## config.mk

```make
export PLATFORM = sky130hd
export DESIGN_NAME = seg7_scan_capture
export DESIGN_NICKNAME = d
export VERILOG_FILES = /design/src/rtl/seg7_scan_capture.sv
export SDC_FILE = /design/constraint.sdc
export NUM_CORES = 1
export LEC_CHECK = 0
export CAP_MARGIN = 25
export CORE_UTILIZATION = 63
export DETAILED_ROUTE_END_ITERATION = 16
export PLACE_DENSITY = 0.85
export SLEW_MARGIN = 25
export SYNTH_ARGS = -nofsm -noshare
export SYNTH_HDL_FRONTEND = slang
export SYNTH_SLANG_ARGS = --single-unit
```

## constraint.sdc

```tcl
create_clock -name clk -period 4.06 [get_ports clk]
set_input_delay 0.406 -clock clk [delete_from_list [all_inputs] [get_ports clk]]
set_output_delay 0.406 -clock clk [all_outputs]
set_load 0.02 [all_outputs]
```

## src/rtl/seg7_scan_capture.sv

```systemverilog
// Rebuilds four hex digits from a scanned, active-low 7-segment an/seg bus.
// Optional stale-digit timeout is compiled in with `define SEG7_CAPTURE_STALE_EN.
module seg7_scan_capture #(
  parameter int SETTLE_CYCLES = 8,
  parameter int CONFIRM       = 2,
  parameter int TIMEOUT       = 1048576
) (
  input  logic        clk,
  input  logic        rst_n,
  input  logic [3:0]  an,
  input  logic [6:0]  seg,
  output logic [15:0] digits,
  output logic [3:0]  digit_valid,
  output logic        frame_done,
  output logic        err
);

  typedef enum logic [1:0] {IDLE, SETTLING, SAMPLED} state_t;

  logic [3:0]  an_s1_reg, an_s2_reg;
  logic [6:0]  seg_s1_reg, seg_s2_reg;
  logic [10:0] last_reg;
  state_t      state_reg, state_next;
  logic [7:0]  cnt_reg, cnt_next;
  logic        take_sample;
  logic        changed, an_blank;
  logic        an_legal;
  logic [1:0]  an_idx;
  logic        seg_ok, seg_blank;
  logic [3:0]  seg_val;
  logic [3:0]  mask_reg, mask_set;
  logic [3:0]  stale_vec;
  logic        err_reg, frame_done_reg;

  // Synchronizers idle at the blank-display level so reset never looks like a dwell.
  always_ff @(posedge clk or negedge rst_n) begin
    if (!rst_n) begin
      an_s1_reg  <= 4'hF;
      an_s2_reg  <= 4'hF;
      seg_s1_reg <= 7'h7F;
      seg_s2_reg <= 7'h7F;
      last_reg   <= {4'hF, 7'h7F};
    end else begin
      an_s1_reg  <= an;
      an_s2_reg  <= an_s1_reg;
      seg_s1_reg <= seg;
      seg_s2_reg <= seg_s1_reg;
      last_reg   <= {an_s2_reg, seg_s2_reg};
    end
  end

  assign changed  = ({an_s2_reg, seg_s2_reg} != last_reg);
  assign an_blank = (an_s2_reg == 4'hF);

  always_ff @(posedge clk or negedge rst_n) begin
    if (!rst_n) begin
      state_reg <= IDLE;
      cnt_reg   <= '0;
    end else begin
      state_reg <= state_next;
      cnt_reg   <= cnt_next;
    end
  end

  always_comb begin
    state_next  = state_reg;
    cnt_next    = cnt_reg;
    take_sample = 1'b0;
    case (state_reg)
      IDLE: begin
        if (!an_blank) begin
          state_next = SETTLING;
          cnt_next   = '0;
        end
      end
      SETTLING: begin
        if (changed) begin
          cnt_next   = '0;
          state_next = an_blank ? IDLE : SETTLING;
        end else begin
          cnt_next = cnt_reg + 8'd1;
          if (cnt_reg == 8'(SETTLE_CYCLES - 2)) begin
            take_sample = 1'b1;
            state_next  = SAMPLED;
          end
        end
      end
      SAMPLED: begin
        if (changed) begin
          cnt_next   = '0;
          state_next = an_blank ? IDLE : SETTLING;
        end
      end
      default: state_next = IDLE;
    endcase
  end

  always_comb begin
    an_legal = 1'b1;
    an_idx   = 2'd0;
    case (an_s2_reg)
      4'b1110: an_idx = 2'd0;
      4'b1101: an_idx = 2'd1;
      4'b1011: an_idx = 2'd2;
      4'b0111: an_idx = 2'd3;
      default: an_legal = 1'b0;
    endcase
  end

  assign seg_blank = (seg_s2_reg == 7'h7F);

  always_comb begin
    seg_ok  = 1'b1;
    seg_val = 4'h0;
    case (seg_s2_reg)
      7'h40: seg_val = 4'h0;
      7'h79: seg_val = 4'h1;
      7'h24: seg_val = 4'h2;
      7'h30: seg_val = 4'h3;
      7'h19: seg_val = 4'h4;
      7'h12: seg_val = 4'h5;
      7'h02: seg_val = 4'h6;
      7'h78: seg_val = 4'h7;
      7'h00: seg_val = 4'h8;
      7'h10: seg_val = 4'h9;
      7'h08: seg_val = 4'hA;
      7'h03: seg_val = 4'hB;
      7'h46: seg_val = 4'hC;
      7'h21: seg_val = 4'hD;
      7'h06: seg_val = 4'hE;
      7'h0E: seg_val = 4'hF;
      default: seg_ok = 1'b0;
    endcase
  end

  for (genvar gi = 0; gi < 4; gi++) begin : g_digit
    logic [3:0] cand_reg, nib_reg;
    logic [2:0] conf_reg, conf_new;
    logic       valid_reg;
    logic       hit;
    logic       stale;

    assign hit = take_sample && an_legal && (an_idx == 2'(gi));

    always_comb begin
      conf_new = 3'd1;
      if (seg_val == cand_reg)
        conf_new = (conf_reg >= 3'(CONFIRM)) ? 3'(CONFIRM) : conf_reg + 3'd1;
    end

`ifdef SEG7_CAPTURE_STALE_EN
    localparam int TW = $clog2(TIMEOUT + 1);
    logic [TW-1:0] stale_cnt_reg;

    // Saturates at TIMEOUT so a dead digit reports stale only once.
    always_ff @(posedge clk or negedge rst_n) begin
      if (!rst_n)
        stale_cnt_reg <= '0;
      else if (hit)
        stale_cnt_reg <= '0;
      else if (stale_cnt_reg != TW'(TIMEOUT))
        stale_cnt_reg <= stale_cnt_reg + 1'b1;
    end
    assign stale = !hit && (stale_cnt_reg == TW'(TIMEOUT - 1));
`else
    assign stale = 1'b0;
`endif

    always_ff @(posedge clk or negedge rst_n) begin
      if (!rst_n) begin
        cand_reg  <= '0;
        conf_reg  <= '0;
        nib_reg   <= '0;
        valid_reg <= 1'b0;
      end else if (hit) begin
        if (seg_blank) begin
          valid_reg <= 1'b0;
        end else if (seg_ok) begin
          cand_reg <= seg_val;
          conf_reg <= conf_new;
          if (conf_new == 3'(CONFIRM)) begin
            nib_reg   <= seg_val;
            valid_reg <= 1'b1;
          end
        end else begin
          valid_reg <= 1'b0;
          conf_reg  <= '0;
        end
      end else if (stale) begin
        valid_reg <= 1'b0;
      end
    end

    assign digits[4*gi +: 4] = nib_reg;
    assign digit_valid[gi]   = valid_reg;
    assign stale_vec[gi]     = stale;
  end

`ifndef SEG7_CAPTURE_STALE_EN
  logic unused_timeout;
  assign unused_timeout = (TIMEOUT > 0);
`endif

  assign mask_set = mask_reg | (4'b0001 << an_idx);

  always_ff @(posedge clk or negedge rst_n) begin
    if (!rst_n) begin
      mask_reg       <= '0;
      err_reg        <= 1'b0;
      frame_done_reg <= 1'b0;
    end else begin
      err_reg        <= (take_sample && (!an_legal || (!seg_ok && !seg_blank))) || (|stale_vec);
      frame_done_reg <= 1'b0;
      if (take_sample && an_legal) begin
        if (mask_set == 4'hF) begin
          frame_done_reg <= 1'b1;
          mask_reg       <= '0;
        end else begin
          mask_reg <= mask_set;
        end
      end
    end
  end

  assign err        = err_reg;
  assign frame_done = frame_done_reg;

endmodule
```

==> results.py, run 1 <==
metrics = {
    "outcome": {
        "status": "completed",
    },
    "global_routing": {
        "grt_max_degree": 86,
        "grt_pass1_wl_um": 15300,
        "gr-usage-all-layers": 0.257,
        "gr-total-overflow": 0,
        "grt_pass1_vias": 3218,
        "antenna_found_initial": 0,
    },
    "die": {
        "rows": 31,
        "coreArea_mm2": 0.00733,
        "die_y_um": 89.4,
        "initial_core_util": 0.656,
        "die_x_um": 89.4,
        "die-area_mm2": 0.00799,
        "io_pins": 35,
    },
    "logic_synthesis": {
        "yosys_most_used_dff": "dfrtp_1",
        "synth_edf_count": 0,
        "syn-cell-area_mm2": 0.00481,
        "synth_seq_area_share": 0.513,
        "synth-async-reset-ratio": 1.00,
        "syn-num-nets": 458,
        "ys_warn_count": 0,
        "synth_seq_cells": 97,
        "syn_avg_cell_area_um2": 11.0,
        "syn_inst": 437,
        "synth_cell_types": 73,
    },
    "sta": {
        "finalClockSkew_ps": 12.8,
        "setup_viol": 0,
        "rsz0062_at_grt": "no",
        "min_period_ps": 3170,
        "hold_viol_final": 0,
        "finalMaxSlewViolations": 0,
        "worstMarginPinSlew_ps": 734,
        "slew_headroom": 0.511,
        "tns_ps": 0,
        "post-route-period-util": 0.780,
        "clock.fmax_mhz": 316,
        "timing.final.ws_setup_ps": 893,
    },
    "critical_path": {
        "critPathCaptureType": "flop",
        "timing_worst_setup_path_type": "reg2reg",
        "arrival_ps": 3430,
        "cp-start-kind": "flop",
        "cp_max_fo": 16,
        "rr_startpoint": "seg_s2_reg[1]",
        "cp.required_ps": 4320,
        "worstSetupStartpoint": "seg_s2_reg[1]",
    },
    "power_and_ir_drop": {
        "switchingPower_mw": 0.404,
        "ir_worst_vdd_uv": 218,
        "power_frac_seq": 0.601,
        "p_clk_frac": 0.339,
        "p_leak_nw": 2.35,
        "p_int_mw": 1.30,
        "swShare": 0.237,
        "p_per_area_mw_per_mm2": 318,
        "combinationalPowerShare": 0.061,
        "power_mw": 1.70,
    },
    "finish": {
        "nets": 484,
        "drive_gt1_frac": 0.188,
        "register_area_mm2": 0.00247,
        "synthToLayoutAreaGrowth_pct": 11.3,
        "final_core_utilization": 0.731,
        "nFillCells": 490,
        "multiInputGateArea_mm2": 0.00218,
        "layout_common_cells": "64 x dfrtp_1, 37 x nor2_1, 35 x nand2_1",
        "mostFrequentLayoutCell": "dfrtp_1",
        "diodes": 0,
    },
    "clocking": {
        "cts_resized": 0,
        "cts_tree": "yes",
        "cts_made_buffers": 9,
        "cts_hold_buffers": 0,
        "clk_path_buf_depth": 2,
        "clock_latency_ps": 370,
        "htree_levels": 3,
        "cts_setup_buffers": 0,
        "clkSinkCount": 97,
        "clkSlewWorstSetupHoldPaths_ps": 90,
        "cts_root_buffer": "clkbuf_8",
    },
    "drt": {
        "drt_first_pass_iters": 7,
        "drcViolationCount": 0,
        "routed_wl_um": 9390,
        "vias_per_cell": 6.10,
        "drtAntennaViolNets": 0,
        "vias": 3460,
        "drt_iter0_markers": 293,
        "routedWlPerCell_um": 16.6,
    },
    "hold_path": {
        "hold_path_class": "in2async",
    },
    "place": {
        "dpl_worst_slack_ps": 895,
        "portBuffers": 34,
        "dp_hpwl_um": 6570,
        "place.gp.congestion": 0.891,
    },
    "flow_run": {
        "cap_violations": 0,
    },
}
-- kinds of logic (layout without fill, tap and decap cells) --
group | after synthesis | in the layout | share of synthesized area
buffers and inverters | 32 | 63 | 0.0338
muxes | 26 | 26 | 0.0637
DFF | 97 | 97 | 0.513
AOI/OAI and AO/OA | 91 | 91 | 0.132
adders and majority gates | 9 | 9 | 0.0229
and+or+nand+nor | 160 | 160 | 0.194
xor gates and xnor gates | 22 | 22 | 0.0401
-- critical path, stage by stage, from the launching register on --
cell     delay, ps
dfstp_2        690
or4b_4         520
o32ai_4        330
or3_1          350
nor3_2          80
buf_4          190
nor3_4         400
nand3_4        180
mux2_4         330
-- power by group through the flow --
stage / clock network [mW] / logic, mW / registers, mW
5_1_grt: 0.622 / 0.115 / 1.03
4_1_cts: 0.591 / 0.104 / 1.02
3_5_place_dp: 0 / 0.103 / 1.04
2_1_floorplan: 0 / 0.0761 / 1.02
6_report: 0.577 / 0.103 / 1.02
3_3_place_gp: 0 / 0.101 / 1.04
-- path summary, 6_finish.rpt --
path / to / slack (ps) / cells after the start
worst min register to register: seg_s2_reg[5] / 350 / 0
worst min-delay path: cnt_reg[3] / 80 / 1
worst max-delay path: g_digit[3].nib_reg[3] / 890 / 8
max in group asynchronous: seg_s2_reg[2] / 3230 / 2
worst max register to register: g_digit[3].nib_reg[3] / 890 / 8
min in group clk: seg_s2_reg[5] / 350 / 0
-- layout make-up --
type / instances / area share
multi-input combinational: 308 / 0.407
timing repair buffer: 39 / 0.0708
sequential: 97 / 0.461
clock inverter: 2 / 0.00210
inverter: 8 / 0.00561
tap: 99 / 0.0231
clock buffer: 14 / 0.0306
-- Yosys cell counts (5+ instances only) --
| cell type | count | area share |
|---|---|---|
| dfrtp_1 | 64 | 0.33 |
| nor2_1 | 37 | 0.029 |
| nand2_1 | 35 | 0.027 |
| dfstp_2 | 33 | 0.18 |
| o21ai_0 | 25 | 0.026 |
| mux2_2 | 20 | 0.047 |
| xnor2_1 | 15 | 0.027 |
| a21oi_1 | 13 | 0.014 |
| nand4_1 | 10 | 0.013 |
| clkbuf_1 | 9 | 0.0070 |
| nand3_1 | 9 | 0.0094 |
| nor3_1 | 9 | 0.0094 |
| o31ai_1 | 9 | 0.014 |
| ha_1 | 8 | 0.021 |
| inv_1 | 8 | 0.0062 |
| or3_1 | 8 | 0.010 |
| buf_2 | 7 | 0.0073 |
| xor2_1 | 7 | 0.013 |
| and2_1 | 6 | 0.0078 |
| a22o_1 | 5 | 0.0091 |
| buf_4 | 5 | 0.0078 |
| nand3b_1 | 5 | 0.0078 |
| nor4bb_1 | 5 | 0.010 |
| o21a_1 | 5 | 0.0078 |
-- metrics by stage --
stage / hold WS [ps] / instance area, um^2 / instances
finish: 78.0 / 5360 / 567
global route: 153 / 5360 / 567
CTS: 250 / 5350 / 567
detailed placement: 347 / 5180 / 551
global placement: 346 / 5180 / 551
floorplan: 110 / 4810 / 437
-- metal layers --
| metal | track usage | routed length (um) | vias to the layer above | share of wire |
|---|---|---|---|---|
| li1 | - | - | 1631 | - |
| met1 | 0.351 | 4130 | 1703 | 0.44 |
| met2 | 0.403 | 4570 | 105 | 0.49 |
| met3 | 0.0452 | 484 | 21 | 0.052 |
| met4 | 0.121 | 216 | 0 | 0.023 |
| met5 | 0 | 0 | - | 0 |
Power figures use the tool's default switching activity.
==> run 2: changes to the inputs <==
--- a/config.mk
+++ b/config.mk
@@ -6,9 +6,9 @@
 export NUM_CORES = 1
 export LEC_CHECK = 0
 export CAP_MARGIN = 25
-export CORE_UTILIZATION = 63
+export CORE_UTILIZATION = 53
 export DETAILED_ROUTE_END_ITERATION = 16
-export PLACE_DENSITY = 0.85
+export PLACE_DENSITY = 0.76
 export SLEW_MARGIN = 25
 export SYNTH_ARGS = -nofsm -noshare
 export SYNTH_HDL_FRONTEND = slang
==> constraint.sdc (replaced) <==
create_clock -name clk -period 2.8 [get_ports clk]
set_input_delay 0.28 -clock clk [delete_from_list [all_inputs] [get_ports clk]]
set_output_delay 0.28 -clock clk [all_outputs]
set_load 0.02 [all_outputs]
==> run 2 against run 1 <==
Sequential share of layout area decreased by 3.3 points. Core utilization decreased by 7.1 points. Setup slack got worse by 860 ps. Hold slack improved by 240 ps. Non-clock buffer count increased by 45. Count of clock-buffer cells in the layout decreased by 2. Cell area increased by 8.0%. Global-route usage decreased by 3.1 points. First-iteration DRC count decreased by 53%. Critical path depth increased by 1. Critical endpoint is now g_digit[1].nib_reg[2]. Sequential cell count unchanged. Die area increased by 18%.
==> results.py, run 2 (synthesis results as in run 1) <==
metrics = {
    "finish": {
        "mostFrequentLayoutCell": "dfrtp_1",
        "synthToLayoutAreaGrowth_pct": 20.2,
        "layout_common_cells": "64 x dfrtp_1, 47 x buf_4, 35 x nor2_1",
        "final_core_utilization": 0.660,
        "drive_gt1_frac": 0.285,
        "nFillCells": 661,
        "fin_area_mm2": 0.00578,
        "nets": 529,
        "diodes": 0,
    },
    "die": {
        "io_pins": 35,
        "rows": 34,
        "die_x_um": 97.3,
        "coreArea_mm2": 0.00876,
        "initial_core_util": 0.549,
        "die-area_mm2": 0.00946,
        "die_y_um": 97.3,
    },
    "global_routing": {
        "grt_max_degree": 57,
        "grt_pass1_wl_um": 17000,
        "gr-usage-all-layers": 0.226,
        "grt_pass1_vias": 3500,
        "antenna_found_initial": 0,
        "gr-total-overflow": 0,
    },
    "sta": {
        "hold_viol_final": 0,
        "clock.fmax_mhz": 361,
        "setup_viol": 0,
        "tns_ps": 0,
        "post-route-period-util": 0.989,
        "timing.final.ws_setup_ps": 31.0,
        "worstMarginPinSlew_ps": 506,
        "min_period_ps": 2770,
        "slew_headroom": 0.661,
        "rsz0062_at_grt": "yes",
        "holdWs_ps": 317,
        "finalMaxSlewViolations": 0,
        "finalClockSkew_ps": 8.86,
    },
    "clocking": {
        "clkSinkCount": 97,
        "cts_root_buffer": "clkbuf_8",
        "clk_path_buf_depth": 2,
        "cts_made_buffers": 9,
        "clkSlewWorstSetupHoldPaths_ps": 90,
        "clock_latency_ps": 360,
        "htree_levels": 3,
        "cts_tree": "yes",
    },
    "drt": {
        "drt_iter0_markers": 139,
        "drtAntennaViolNets": 0,
        "vias": 3669,
        "routed_wl_um": 10400,
        "routedWlPerCell_um": 16.8,
        "drt_first_pass_iters": 5,
        "drcViolationCount": 0,
        "vias_per_cell": 5.91,
    },
    "power_and_ir_drop": {
        "p_leak_nw": 2.59,
        "combinationalPowerShare": 0.085,
        "p_per_area_mw_per_mm2": 440,
        "p_clk_frac": 0.336,
        "power_frac_seq": 0.579,
        "p_int_mw": 1.92,
        "swShare": 0.246,
        "switchingPower_mw": 0.625,
        "ir_worst_vdd_uv": 360,
    },
    "critical_path": {
        "cp_max_fo": 7,
        "rr_startpoint": "seg_s2_reg[1]",
        "timing_worst_setup_path_type": "reg2reg",
        "worstSetupStartpoint": "seg_s2_reg[1]",
        "r2r_slack_ps": 30,
        "cp-start-kind": "flop",
        "critPathCaptureType": "flop",
        "cp.required_ps": 3060,
        "arrival_ps": 3030,
    },
    "place": {
        "dpl_worst_slack_ps": -102,
        "portBuffers": 34,
        "place_area_mm2": 0.00540,
        "dp_hpwl_um": 7040,
        "place.gp.congestion": 0.893,
    },
    "flow_run": {
        "cap_violations": 0,
    },
    "outcome": {
        "status": "completed",
    },
    "hold_path": {
        "hold_path_class": "in2reg",
        "worstHoldStart": "an[2]",
    },
}
-- run 2: cell types whose count changed in the layout (fill, tap and decap cells not counted), moves of 2 or more --
cell	change
nor4bb_1	-2
clkbuf_1	-3
or3_4	+2
nor4bb_2	+2
buf_4	+42
nor2_1	-2
nor2_2	+2
clkbuf_8	+2
or3_1	-2
-- run 2: through the flow --
step                cells  total power [mW]
floorplan             437              1.59
global placement      586              1.68
detailed placement    586              1.69
CTS                   605              2.54
global route          621              2.65
finish                621              2.54
-- run 2: final timing paths --
path	to	cells past startpoint
max in group asynchronous	g_digit[3].cand_reg[2]	3
setup reg to reg	g_digit[1].nib_reg[2]	9
min in group asynchronous	cnt_reg[3]	2
setup / recovery	g_digit[1].nib_reg[2]	9
hold / removal	an_s1_reg[2]	1
hold reg to reg	an_s2_reg[0]	0
-- run 2: power groups by stage --
stage | Sequential, mW | Clock (mW) | Combinational [mW]
floorplan | 1.48 | 0 | 0.110
global placement | 1.50 | 0 | 0.183
detailed placement | 1.50 | 0 | 0.187
CTS | 1.47 | 0.875 | 0.193
global route | 1.48 | 0.935 | 0.237
finish | 1.47 | 0.854 | 0.217
-- run 2: critical path: stages, from the launching register on --
cell	delay (ps)
dfstp_2	560
inv_1	60
or4_1	520
o211ai_1	280
buf_4	190
buf_4	150
xor2_1	70
nor2_2	210
nand4_1	260
mux2_2	340
-- run 2: repair_timing --
action,CTS,global route
setup buffers,2,16
pin swaps,2,4
resized for setup,2,12
endpoints found under the hold margin,8,0
setup endpoints to repair,12,31
hold buffers,1,0
cloned,0,0
-- run 2: metal layers --
metal | track usage | wire, um
met1 | 0.314 | 4700
met2 | 0.355 | 5080
met3 | 0.0410 | 405
met4 | 0.0860 | 257
met5 | 0 | 0
-- run 2: area by class of cell --
class / instances / area [um^2] / area share
tap: 108 / 135 / 0.0234
multi-input combinational: 308 / 2230 / 0.386
clock buffer: 12 / 155 / 0.0268
sequential: 97 / 2470 / 0.428
clock inverter: 4 / 27.5 / 0.00476
timing repair buffer: 84 / 729 / 0.126
inverter: 8 / 30.0 / 0.00519
